==> src/rtl/wb_write_queue_if.sv <==
// wb_write_queue_if
//   Bundles the signals between the writeback/decode side of the pipeline and
//   the write queue that feeds the 8x16 register file.
//   master : pipeline side (offers results, controls hold/flush, looks up fwd_num)
//   slave  : queue side (accepts results, drives the register-file write port,
//            the busy scoreboard, the forwarding result and the fill level)
//   Signals:
//     in_valid/in_ready/in_reg/in_data : writeback result handshake
//     hold, flush                      : drain suppression / discard of all entries
//     write/writenum/data_in           : register-file write port
//     busy                             : one bit per register with a queued write
//     fwd_num/fwd_hit/fwd_data         : youngest-match forwarding lookup
//     count                            : number of valid entries
interface wb_write_queue_if #(
    parameter int DEPTH = 4,
    parameter int DW    = 16,
    parameter int AW    = 3
);
    localparam int CW = $clog2(DEPTH) + 1;

    logic              in_valid;
    logic              in_ready;
    logic [AW-1:0]     in_reg;
    logic [DW-1:0]     in_data;
    logic              hold;
    logic              flush;
    logic              write;
    logic [AW-1:0]     writenum;
    logic [DW-1:0]     data_in;
    logic [(1<<AW)-1:0] busy;
    logic [AW-1:0]     fwd_num;
    logic              fwd_hit;
    logic [DW-1:0]     fwd_data;
    logic [CW-1:0]     count;

    modport master (
        output in_valid, in_reg, in_data, hold, flush, fwd_num,
        input  in_ready, write, writenum, data_in, busy, fwd_hit, fwd_data, count
    );

    modport slave (
        input  in_valid, in_reg, in_data, hold, flush, fwd_num,
        output in_ready, write, writenum, data_in, busy, fwd_hit, fwd_data, count
    );
endinterface

==> src/rtl/wb_write_queue.sv <==
// wb_write_queue
//   In-order write buffer between the writeback stage and the single write
//   port of the register file. Results are queued as {reg, data}, drained one
//   per cycle from the head, and the queued contents are exposed as a per-
//   register busy scoreboard plus a youngest-match forwarding lookup.
//   Ports:
//     clk   : rising-edge clock shared with the register file
//     rst_n : asynchronous active-low reset
//     q     : wb_write_queue_if.slave (handshake, drain port, busy, fwd, count)
module wb_write_queue #(
    parameter int DEPTH = 4,
    parameter int DW    = 16,
    parameter int AW    = 3
) (
    input  logic             clk,
    input  logic             rst_n,
    wb_write_queue_if.slave  q
);
    localparam int PW = $clog2(DEPTH);
    localparam int CW = PW + 1;
    localparam int NR = 1 << AW;
    localparam logic [CW-1:0] FULL = CW'(DEPTH);

    // Payload storage: never reset, qualified by the valid bits.
    logic [AW-1:0]    mem_reg  [DEPTH];
    logic [DW-1:0]    mem_data [DEPTH];

    logic [DEPTH-1:0] valid;
    logic [PW-1:0]    rd_ptr;
    logic [PW-1:0]    wr_ptr;
    logic [CW-1:0]    count;

    logic             push;
    logic             pop;

    logic [NR-1:0]    busy_c;
    logic             fwd_hit_c;
    logic [DW-1:0]    fwd_data_c;
    logic [PW-1:0]    fwd_idx;

    // A full queue refuses input even while it drains this cycle; this keeps
    // in_ready independent of hold and of the pop.
    assign q.in_ready = (count != FULL) && !q.flush;
    assign q.write    = (count != '0) && !q.hold && !q.flush;

    assign push = q.in_valid && q.in_ready;
    assign pop  = q.write;

    assign q.writenum = mem_reg[rd_ptr];
    assign q.data_in  = mem_data[rd_ptr];
    assign q.count    = count;
    assign q.busy     = busy_c;
    assign q.fwd_hit  = fwd_hit_c;
    assign q.fwd_data = fwd_data_c;

    always_ff @(posedge clk or negedge rst_n) begin
        if (!rst_n) begin
            valid  <= '0;
            rd_ptr <= '0;
            wr_ptr <= '0;
            count  <= '0;
        end else if (q.flush) begin
            // push and pop are both blocked while flushing
            valid  <= '0;
            rd_ptr <= wr_ptr;
            count  <= '0;
        end else begin
            // push and pop never hit the same slot: that would need the queue
            // to be both full (push blocked) and empty (pop blocked)
            if (push) begin
                valid[wr_ptr] <= 1'b1;
                wr_ptr        <= wr_ptr + PW'(1);
            end
            if (pop) begin
                valid[rd_ptr] <= 1'b0;
                rd_ptr        <= rd_ptr + PW'(1);
            end
            unique case ({push, pop})
                2'b10:   count <= count + CW'(1);
                2'b01:   count <= count - CW'(1);
                default: count <= count;
            endcase
        end
    end

    always_ff @(posedge clk) begin
        if (push) begin
            mem_reg[wr_ptr]  <= q.in_reg;
            mem_data[wr_ptr] <= q.in_data;
        end
    end

    always_comb begin
        busy_c = '0;
        for (int i = 0; i < DEPTH; i++) begin
            if (valid[i]) begin
                busy_c[mem_reg[i]] = 1'b1;
            end
        end
    end

    // Walk the entries oldest to youngest starting at the head; a later match
    // overrides an earlier one so the youngest value is forwarded.
    always_comb begin
        fwd_hit_c  = 1'b0;
        fwd_data_c = '0;
        fwd_idx    = '0;
        for (int k = 0; k < DEPTH; k++) begin
            fwd_idx = rd_ptr + PW'(k);
            if (valid[fwd_idx] && (mem_reg[fwd_idx] == q.fwd_num)) begin
                fwd_hit_c  = 1'b1;
                fwd_data_c = mem_data[fwd_idx];
            end
        end
    end
endmodule

==> src/flat_wrapper.sv <==
// flat-port wrapper written by rule: the top's interface ports become plain ports
module wb_write_queue_flat 
#(
    parameter int DEPTH = 4,
    parameter int DW    = 16,
    parameter int AW    = 3
)
  (clk, rst_n, q_in_valid, q_in_reg, q_in_data, q_hold, q_flush, q_fwd_num, q_in_ready, q_write, q_writenum, q_data_in, q_busy, q_fwd_hit, q_fwd_data, q_count);
  wb_write_queue_if #(.DEPTH(DEPTH), .DW(DW), .AW(AW)) q_i ();
  input  logic clk;
  input  logic rst_n;
  input wire logic [$bits(q_i.in_valid)-1:0] q_in_valid;
  input wire logic [$bits(q_i.in_reg)-1:0] q_in_reg;
  input wire logic [$bits(q_i.in_data)-1:0] q_in_data;
  input wire logic [$bits(q_i.hold)-1:0] q_hold;
  input wire logic [$bits(q_i.flush)-1:0] q_flush;
  input wire logic [$bits(q_i.fwd_num)-1:0] q_fwd_num;
  output wire logic [$bits(q_i.in_ready)-1:0] q_in_ready;
  output wire logic [$bits(q_i.write)-1:0] q_write;
  output wire logic [$bits(q_i.writenum)-1:0] q_writenum;
  output wire logic [$bits(q_i.data_in)-1:0] q_data_in;
  output wire logic [$bits(q_i.busy)-1:0] q_busy;
  output wire logic [$bits(q_i.fwd_hit)-1:0] q_fwd_hit;
  output wire logic [$bits(q_i.fwd_data)-1:0] q_fwd_data;
  output wire logic [$bits(q_i.count)-1:0] q_count;
  assign q_i.in_valid = q_in_valid;
  assign q_i.in_reg = q_in_reg;
  assign q_i.in_data = q_in_data;
  assign q_i.hold = q_hold;
  assign q_i.flush = q_flush;
  assign q_i.fwd_num = q_fwd_num;
  assign q_in_ready = q_i.in_ready;
  assign q_write = q_i.write;
  assign q_writenum = q_i.writenum;
  assign q_data_in = q_i.data_in;
  assign q_busy = q_i.busy;
  assign q_fwd_hit = q_i.fwd_hit;
  assign q_fwd_data = q_i.fwd_data;
  assign q_count = q_i.count;
  wb_write_queue #(.DEPTH(DEPTH), .DW(DW), .AW(AW)) u_core (.clk(clk), .rst_n(rst_n), .q(q_i));
endmodule
==> config.mk <==
export PLATFORM = sky130hd
export DESIGN_NAME = wb_write_queue_flat
export DESIGN_NICKNAME = d
export VERILOG_FILES = /design/src/rtl/wb_write_queue_if.sv /design/src/rtl/wb_write_queue.sv /design/src/flat_wrapper.sv
export SDC_FILE = /design/constraint.sdc
export NUM_CORES = 1
export LEC_CHECK = 0
export ABC_CLOCK_PERIOD_IN_PS = 4300
export BUFFER_PORTS_ARGS = -buffer_cell sky130_fd_sc_hd__buf_4
export CORE_ASPECT_RATIO = 1.4
export CORE_UTILIZATION = 50
export DETAILED_ROUTE_END_ITERATION = 10
export PLACE_DENSITY = 0.79
export RECOVER_POWER = 25
export SLEW_MARGIN = 20
export SYNTH_ARGS = -nofsm -noshare
export SYNTH_HDL_FRONTEND = slang
export SYNTH_SLANG_ARGS = --single-unit
==> constraint.sdc <==
create_clock -name clk -period 4.3 [get_ports clk]
set_input_delay 0.43 -clock clk [delete_from_list [all_inputs] [get_ports clk]]
set_output_delay 0.43 -clock clk [all_outputs]
set_load 0.02 [all_outputs]
* After elaboration in Yosys (flattened, before gate mapping)
Memories as Yosys holds them, arrays and structs flattened. Index checks and enable logic that the tools add are counted. W data, S select, Z words.
Storage, ports and cells: latch bits 0, bits in read-only memories 0, bits in writable memories 76, register bits after elaboration 11, output and inout port bits 49, bits of input ports 27, memories kept 2
Memories:
- u_core.mem_data | depth 4, width 16, rd ports 4, clocked after memory_dff 0, wr ports 1, RTL line wb_write_queue.sv:26 | logic [DW-1:0] mem_data [DEPTH];
- u_core.mem_reg | depth 4, width 3, rd ports 8, clocked after memory_dff 0, wr ports 1, RTL line wb_write_queue.sv:25 | logic [AW-1:0] mem_reg [DEPTH];
Operators by class: shift operators 0, bitwise gates (word level) 7, multiplexer cells 42, equality and inequality tests 7, div/mod/pow operators 0, multipliers 0, order comparisons 15, $add $sub $neg 6, reduce and logical (&&, ||, !) cells 20
Operators by type and width (number):
- $mux W16 | 4
- $mux W8 | 4
- $or A8 B8 Y8 | 3
- $lt A3 B4 Y1 const B | 4
- $mux W1 | 16
- $mux W4 | 4
- $lt A2 B3 Y1 const B | 5
- $logic_and A1 B1 Y1 | 14
- $demux W1 S3 | 4
- $eq A3 B3 Y1 | 4
- $ge A3 B1 Y1 const B | 4
- $bmux W1 S2 | 4
- $pmux W3 S2 | 1
- $reduce_bool A3 Y1 | 2
- $add A2 B1 Y2 const B | 2
- $add A2 B2 Y2 const B | 2
- $and A4 B4 Y4 | 1
- $demux W1 S2 | 2
- $ge A2 B1 Y1 const B | 2
- $mux W2 | 2
- $not A4 Y4 | 1
- $or A4 B4 Y4 | 1
- $add A3 B1 Y3 const B | 1
- $mux W3 | 1
- 8 further kinds | 9

* Longest topological paths before layout
Gate-level depths: netlist of the first run.
depth after elaboration 11, depth in mapped cells 14, mapped depth without buffers 7

* Worst setup path after synthesis of the first run
No wires, ideal clock.
path type flip-flop to output port, start register u_core.rd_ptr[1], end output port q_fwd_data[0], stages on the path, launching flop included 14, path slack 0.191 ns, arrival 3.679 ns, cells stage by stage dfrtp_1 buf_2 buf_4 buf_2 buf_1 inv_1 ha_1 buf_2 buf_6 mux4_2 xnor2_2 nand4_4 mux2i_1 a221oi_1
Between the ends: cells in the longest elaborated chain, start to end 7
RTL lines:
- start: declaration | RTL line wb_write_queue.sv:29 | logic [PW-1:0] rd_ptr;
- start signal: assignment | RTL line wb_write_queue.sv:65 | rd_ptr <= wr_ptr;
- start signal: assignment | RTL line wb_write_queue.sv:76 | rd_ptr <= rd_ptr + PW'(1);
- $add A2 B1 Y2, or another cell as far along | RTL line wb_write_queue.sv:109 | fwd_idx = rd_ptr + PW'(k);
- $mem_v2 Z4 W3, or another cell as far along
- $eq A3 B3 Y1, or another cell as far along | RTL line wb_write_queue.sv:110 | if (valid[fwd_idx] && (mem_reg[fwd_idx] == q.fwd_num)) begin
- $logic_and A1 B1 Y1 or $mux W16 (tied branches) | RTL line wb_write_queue.sv:110
- $mux W16 (2 in a row) | RTL line wb_write_queue.sv:110
- $mux W16 (*) | RTL line wb_write_queue.sv:110
- end: declaration | RTL line flat_wrapper.sv:24 | output wire logic [$bits(q_i.fwd_data)-1:0] q_fwd_data;
Every way passes the cells marked *; elsewhere a longest branch is shown, timed or not. The select of a mux whose other input is x is not followed.

* Final worst setup path of the first run
start register u_core.rd_ptr[0], end output port q_fwd_data[12]
Same word-level chain as after synthesis.

==> out/metrics.cfg, run 1 <==
[outcome]
status=finished clean

[global_routing]
grt_pass1_vias=4435
grt_pass1_wl_um=22500
antenna_found_initial=0
grt_max_degree=46
overflow=0
grt_util_all_layers=0.234

[detailed_routing]
vias=4493
drtIter0Drc=419
avgViaCountPerCell=6.83
route.detailed.drc=0
antenna_left=0
drt_pre_antenna_iters=5
drt-total-wl_um=14700
routedWlPerCell_um=22.3

[timing]
maxSlewViolCount=0
slew_headroom=0.331
fin_skew_ns=0.00491
min_period_over_period=0.943
whs_ns=0.300
setup_violations=0
timing.final.ws_setup_ns=0.244
clock.fmax_ghz=0.247
worst_pin_slew_ns=1.00
rsz0062_at_grt=false
finalHoldViolations=0
setup-tns-final_ns=0
fin_crit_ns=4.06

[synthesis]
yosys_warnings=0
avgSynthCellArea_um2=13.9
synth-edff-count=76
synth-seq-cells=87
yosys-mux-area-fraction=0.300
synth_cells=452
ys_seq_area_frac=0.408
synth_compound_gate_area_share=0.0789
ys.flop_type=edfxtp_1
async_flop_share=0.126
syn-num-nets=488
yosysUniqueCellTypes=55
synthAdderAreaFrac=0.0192
synth_xor_area_frac=0.0392
synth_top_family_by_area=multiplexers
yosys.area_share.simple=0.110
syn_area_um2=6260

[final_layout]
fillers=974
final_cells=658
layout_common_cells=76 x mux4_2, 76 x edfxtp_1, 67 x buf_4
drive_gt1_frac=0.366
diodes=0
nets=539
syn_to_final_growth_pct=13.0
largest_reg_flops=64

[floorplan]
die-area_um2=13000
start_util=0.511
die_w_um=96.6
ioPinCount=76
rows=48
die_y_um=134
core-area_um2=12300

[worst_setup_path]
crit_type=register to primary output
cp.required_ns=3.87
end_kind=primary output
startpoint_type=register
path_max_fanout=17
arrival_ns=3.63

[cts]
cts_buffer_depth=2
numCtsBuffers=9
h-tree-depth=3
tritoncts=done
root_buffer=clkbuf_16
clock_sinks=87
post_cts_buffers=0
clk_pin_slew_ns=0.06
worstSkewPairLatency_ns=0.33

[place]
dp_cells=641
hpwlAfterDp_um=9940
dp_slack_ns=0.484
gp_congestion=0.872
port_buffers=75

[pwr]
power.internal_w=0.00288
ir_drop_mv=0.323
sw_frac_of_total=0.407
switchingPower_w=0.00198
leakagePower_nw=2.45
clkPwrFrac=0.151
comb_power_share=0.607
finalPower_w=0.00485
power_density_nw_per_um2=686
seqPwrFrac=0.242

[flow_run]
maxCapViolCount=0

[hold_path]
hold_path_class=input port to register

==> critical path, cell delays in order, from the launching register on <==
cell and delay [ns]:
dfrtp_4 0.60, inv_1 0.14, ha_1 0.47, mux4_2 0.58, xnor2_2 0.27, nand4_4 0.43
mux2i_1 0.24, a221oi_2 0.35, buf_4 0.20
==> Yosys cell counts, drive strengths merged (4+ instances only) <==
master  count  area share
mux2i      17       0.027
ha          8       0.016
clkbuf     19       0.012
dfrtp      11       0.044
o221ai      7      0.0098
nor2       40       0.024
nand2      35       0.021
a221oi     15       0.030
mux4       76        0.27
inv         9      0.0054
edfxtp     76        0.36
a31oi       4      0.0040
a211oi      5      0.0060
nor3b       4      0.0048
xor2       11       0.018
nor2b       5      0.0050
and2        6      0.0064
nand2b      8      0.0080
o21ai       5      0.0040
buf        25       0.027
nor4       15       0.016
xnor2      11       0.021
nor3        8      0.0064
==> path summary, 6_finish.rpt <==
kind,from,to,slack [ns],cells after the start
max,u_core.rd_ptr[0]$_DFFE_PN0P_,q_fwd_data[12],0.24,8
min,q_in_data[11],u_core.mem_data[1][11]$_DFFE_PP_,0.30,1
max reg2reg,u_core.q.count[2]$_DFFE_PN0P_,u_core.q.count[2]$_DFFE_PN0P_,2.03,8
min reg2reg,u_core.wr_ptr[1]$_DFFE_PN0P_,u_core.rd_ptr[1]$_DFFE_PN0P_,0.56,2
max in group asynchronous,rst_n,u_core.rd_ptr[0]$_DFFE_PN0P_,3.66,2
min in group asynchronous,rst_n,u_core.valid[1]$_DFF_PN0_,0.47,2
==> repair_timing <==
action                                  4_1_cts  5_1_grt
hold buffers                                  1        0
resized for setup                             0        1
hold endpoints to repair                     11        0
endpoints found under the setup margin        0        4
==> layout make-up <==
class                           instances  area, um^2  area share
Clock inverter                          5        48.8     0.00689
Multi-Input combinational cell        312        3430       0.485
Inverter                                9        33.8     0.00477
Timing Repair Buffer                   84         581      0.0820
Tap cell                              150         188      0.0265
Sequential cell                        87        2560       0.362
Clock buffer                           11         233      0.0329
==> logic make-up (layout without fill, tap and decap cells) <==
kind of cell	Yosys count	in the layout
flops	87	87
simple gates	136	136
xor+xnor	22	22
buf+inv	53	109
mux	93	93
compound gates	52	52
fa+ha+maj	9	9
==> power groups by stage <==
stage	clock (W)	combinational, W	sequential (W)
3_5_place_dp	0	0.00296	0.00119
5_1_grt	0.000770	0.00313	0.00119
4_1_cts	0.000741	0.00297	0.00117
2_1_floorplan	0	0.00233	0.00111
3_3_place_gp	0	0.00289	0.00118
6_report	0.000732	0.00295	0.00118
==> metal layers <==
layer,part of all wire,wire length [um],track usage
met2,0.56,8210,0.422
met4,0.033,479,0.116
met3,0.060,875,0.0329
met5,0,0,0
met1,0.35,5120,0.262
==> through the flow <==
| stage | cell area, um^2 | utilization |
|---|---|---|
| final | 7080 | 0.578 |
| after global routing | 7080 | 0.578 |
| after CTS | 7130 | 0.582 |
| after detailed placement | 6840 | 0.558 |
| after global placement | 6840 | 0.558 |
| after floorplan | 6260 | - |
Power figures use the tool's default switching activity.
==> run 2, diff against run 1 <==
- GPL_TIMING_DRIVEN: not set -> 0
- REMOVE_ABC_BUFFERS: not set -> 1
==> run 2 against run 1 <==
Effect of this change: register-to-register slack got worse by 0.37 ns; clock-buffer cell count is 2 lower; critical path depth rose by 1; clock skew grew 0.0014 ns; utilization up 1.9 points; via count shrank 0.40%; first-iteration DRC count shrank 19%; sequential share of layout area fell by 1.1 points; flip-flop and latch count unchanged; global-route usage grew 0.67 points; critical endpoint is now q_fwd_data[7]; highest routed layer unchanged.
==> out/metrics.cfg, run 2 (synthesized netlist as in run 1, its figures left out) <==
[outcome]
status=finished clean

[place]
place_area_um2=6920  ; +1.2%
port_buffers=75  ; unchanged
gp_congestion=0.937  ; +7.5%
hpwlAfterDp_um=9730  ; -2.1%

[final_layout]
syn_to_final_growth_pct=16.7
nets=544  ; +0.93%
diodes=0  ; unchanged
largest_reg_flops=64  ; unchanged
final_area_um2=7310  ; +3.2%
drive_gt1_frac=0.386  ; +0.0198
final_core_util=0.597  ; +0.0187
layout_common_cells=76 x mux4_2, 76 x edfxtp_1, 66 x buf_4

[timing]
setup-tns-final_ns=0  ; unchanged
finalHoldViolations=0  ; unchanged
whs_ns=0.292  ; -0.00772 ns
maxSlewViolCount=0  ; unchanged
fin_crit_ns=4.12  ; +0.0604 ns
rsz0062_at_grt=false
setup_violations=0  ; unchanged
fin_skew_ns=0.00636  ; +0.00145 ns
clock.fmax_ghz=0.243  ; -1.5%
min_period_over_period=0.957  ; +0.0140
worst_pin_slew_ns=1.03  ; +0.0293 ns
slew_headroom=0.311  ; -0.0195

[detailed_routing]
routedWlPerCell_um=22.4  ; +0.53%
avgViaCountPerCell=6.75  ; -1.2%
antenna_left=0  ; unchanged
drt-total-wl_um=14900  ; +1.3%
vias=4475  ; -0.40%
drtIter0Drc=340  ; -19%
drt_pre_antenna_iters=5  ; unchanged
route.detailed.drc=0  ; unchanged

[flow_run]
maxCapViolCount=0  ; unchanged

[cts]
root_buffer=clkbuf_16
worstSkewPairLatency_ns=0.34  ; about the same
tritoncts=done
h-tree-depth=3  ; unchanged
clock_sinks=87  ; unchanged
clk_pin_slew_ns=0.06  ; about the same
numCtsBuffers=9  ; unchanged
cts_buffer_depth=2  ; unchanged

[worst_setup_path]
r2r_setup_slack_ns=1.66  ; -0.37 ns
crit_type=register to primary output
end_kind=primary output
critPathLaunch=u_core.rd_ptr[0]$_DFFE_PN0P_
path_max_fanout=21  ; +4
cp_cell_sequence=inv_1 > ha_4 > mux4_2 > xnor2_2 > nand4_4 > buf_12 > mux2i_1 > a221oi_2 > buf_4
cp_slowest_cell=dfrtp_4
worstRegToRegCells=7  ; -1
cp.required_ns=3.87  ; about the same
arrival_ns=3.69  ; +0.06 ns
startpoint_type=register
crit_end=q_fwd_data[7]
cpPeakStageDelay_ns=0.68  ; +0.08 ns
r2r-start=u_core.q.count[2]$_DFFE_PN0P_
r2r-end=u_core.q.count[2]$_DFFE_PN0P_

[global_routing]
grt_most_used_layer=met2
grt_pass1_vias=4545  ; +2.5%
grtUsageMet3=0.0459  ; +0.0130
grt_max_degree=45  ; -2.2%
grtUsageMet2=0.444  ; +0.0227
grt_util_all_layers=0.240  ; +0.00665
overflow=0  ; unchanged
grt_pass1_wl_um=22900  ; +1.4%
antenna_found_initial=0  ; unchanged
use_met1=0.253  ; -0.00837

[pwr]
finalPower_w=0.00518  ; +6.6%
leakagePower_nw=2.54  ; +3.7%
power_density_nw_per_um2=708  ; +3.3%
ir_drop_mv=0.503  ; +56%

[hold_path]
hold_path_class=input port to register
holdPathStages=1  ; unchanged
min_from=q_in_data[13]

[floorplan]
rows=48  ; unchanged
die-area_um2=13000  ; unchanged
ioPinCount=76  ; unchanged
die_y_um=134  ; unchanged
start_util=0.511  ; unchanged
die_w_um=96.6  ; unchanged
core-area_um2=12300  ; unchanged

run 2: metal layers:
| layer | vias up | routed length, um |
|---|---|---|
| met2 | 212 | 8420 |
| met4 | 0 | 426 |
| met5 | - | 0 |
| met1 | 2277 | 4970 |
| li1 | 1942 | - |
| met3 | 44 | 1050 |
run 2: timing repair:
| action | 4_1_cts | 5_1_grt |
|---|---|---|
| endpoints found under the setup margin | 17 | 15 |
| gates cloned | 0 | 0 |
| hold buffers | 1 | 0 |
| hold endpoints to repair | 11 | 0 |
| buffers inserted | 2 | 5 |
| pin swaps | 1 | 1 |
| resized for setup | 2 | 0 |
run 2: metrics by stage:
step | setup slack (ns) | instances
floorplan | -3.20 | 408
global placement | -4.95 | 633
detailed placement | -0.246 | 639
CTS | 0.00659 | 658
global route | 0.0255 | 663
finish | 0.184 | 663
run 2: cell type report:
type	count	area, um^2
Fill cell	959	4940
Multi-Input combinational cell	312	3460
Clock buffer	9	225
Sequential cell	87	2560
Tap cell	150	188
Inverter	9	33.8
Clock inverter	7	120
Timing Repair Buffer	89	718
run 2: worst max-delay path, delay by kind of cell, from the launching register on:
kind                     cells  cell delay [ns]
multiplexers                 2             0.72
flip-flops                   1             0.68
buffers and inverters        3             0.60
adder cells (fa/ha/maj)      1             0.50
AO/OA/AOI/OAI                1             0.33
AND/OR/NAND/NOR              1             0.25
XOR/XNOR                     1             0.24
run 2: worst min-delay path by stage:
stage	endpoint
final	u_core.mem_data[1][13]$_DFFE_PP_
after floorplan	u_core.q.count[0]$_DFFE_PN0P_
after detailed placement	u_core.q.count[2]$_DFFE_PN0P_
after global routing	u_core.mem_data[1][9]$_DFFE_PP_
after global placement	u_core.q.count[2]$_DFFE_PN0P_
after CTS	u_core.mem_data[2][8]$_DFFE_PP_
run 2: power by group:
part	leakage, nW	internal [W]	total, W	switching, W
clock	0.166	0.000569	0.000886	0.000317
combinational	1.54	0.00152	0.00305	0.00153
sequential	0.831	0.00103	0.00124	0.000204
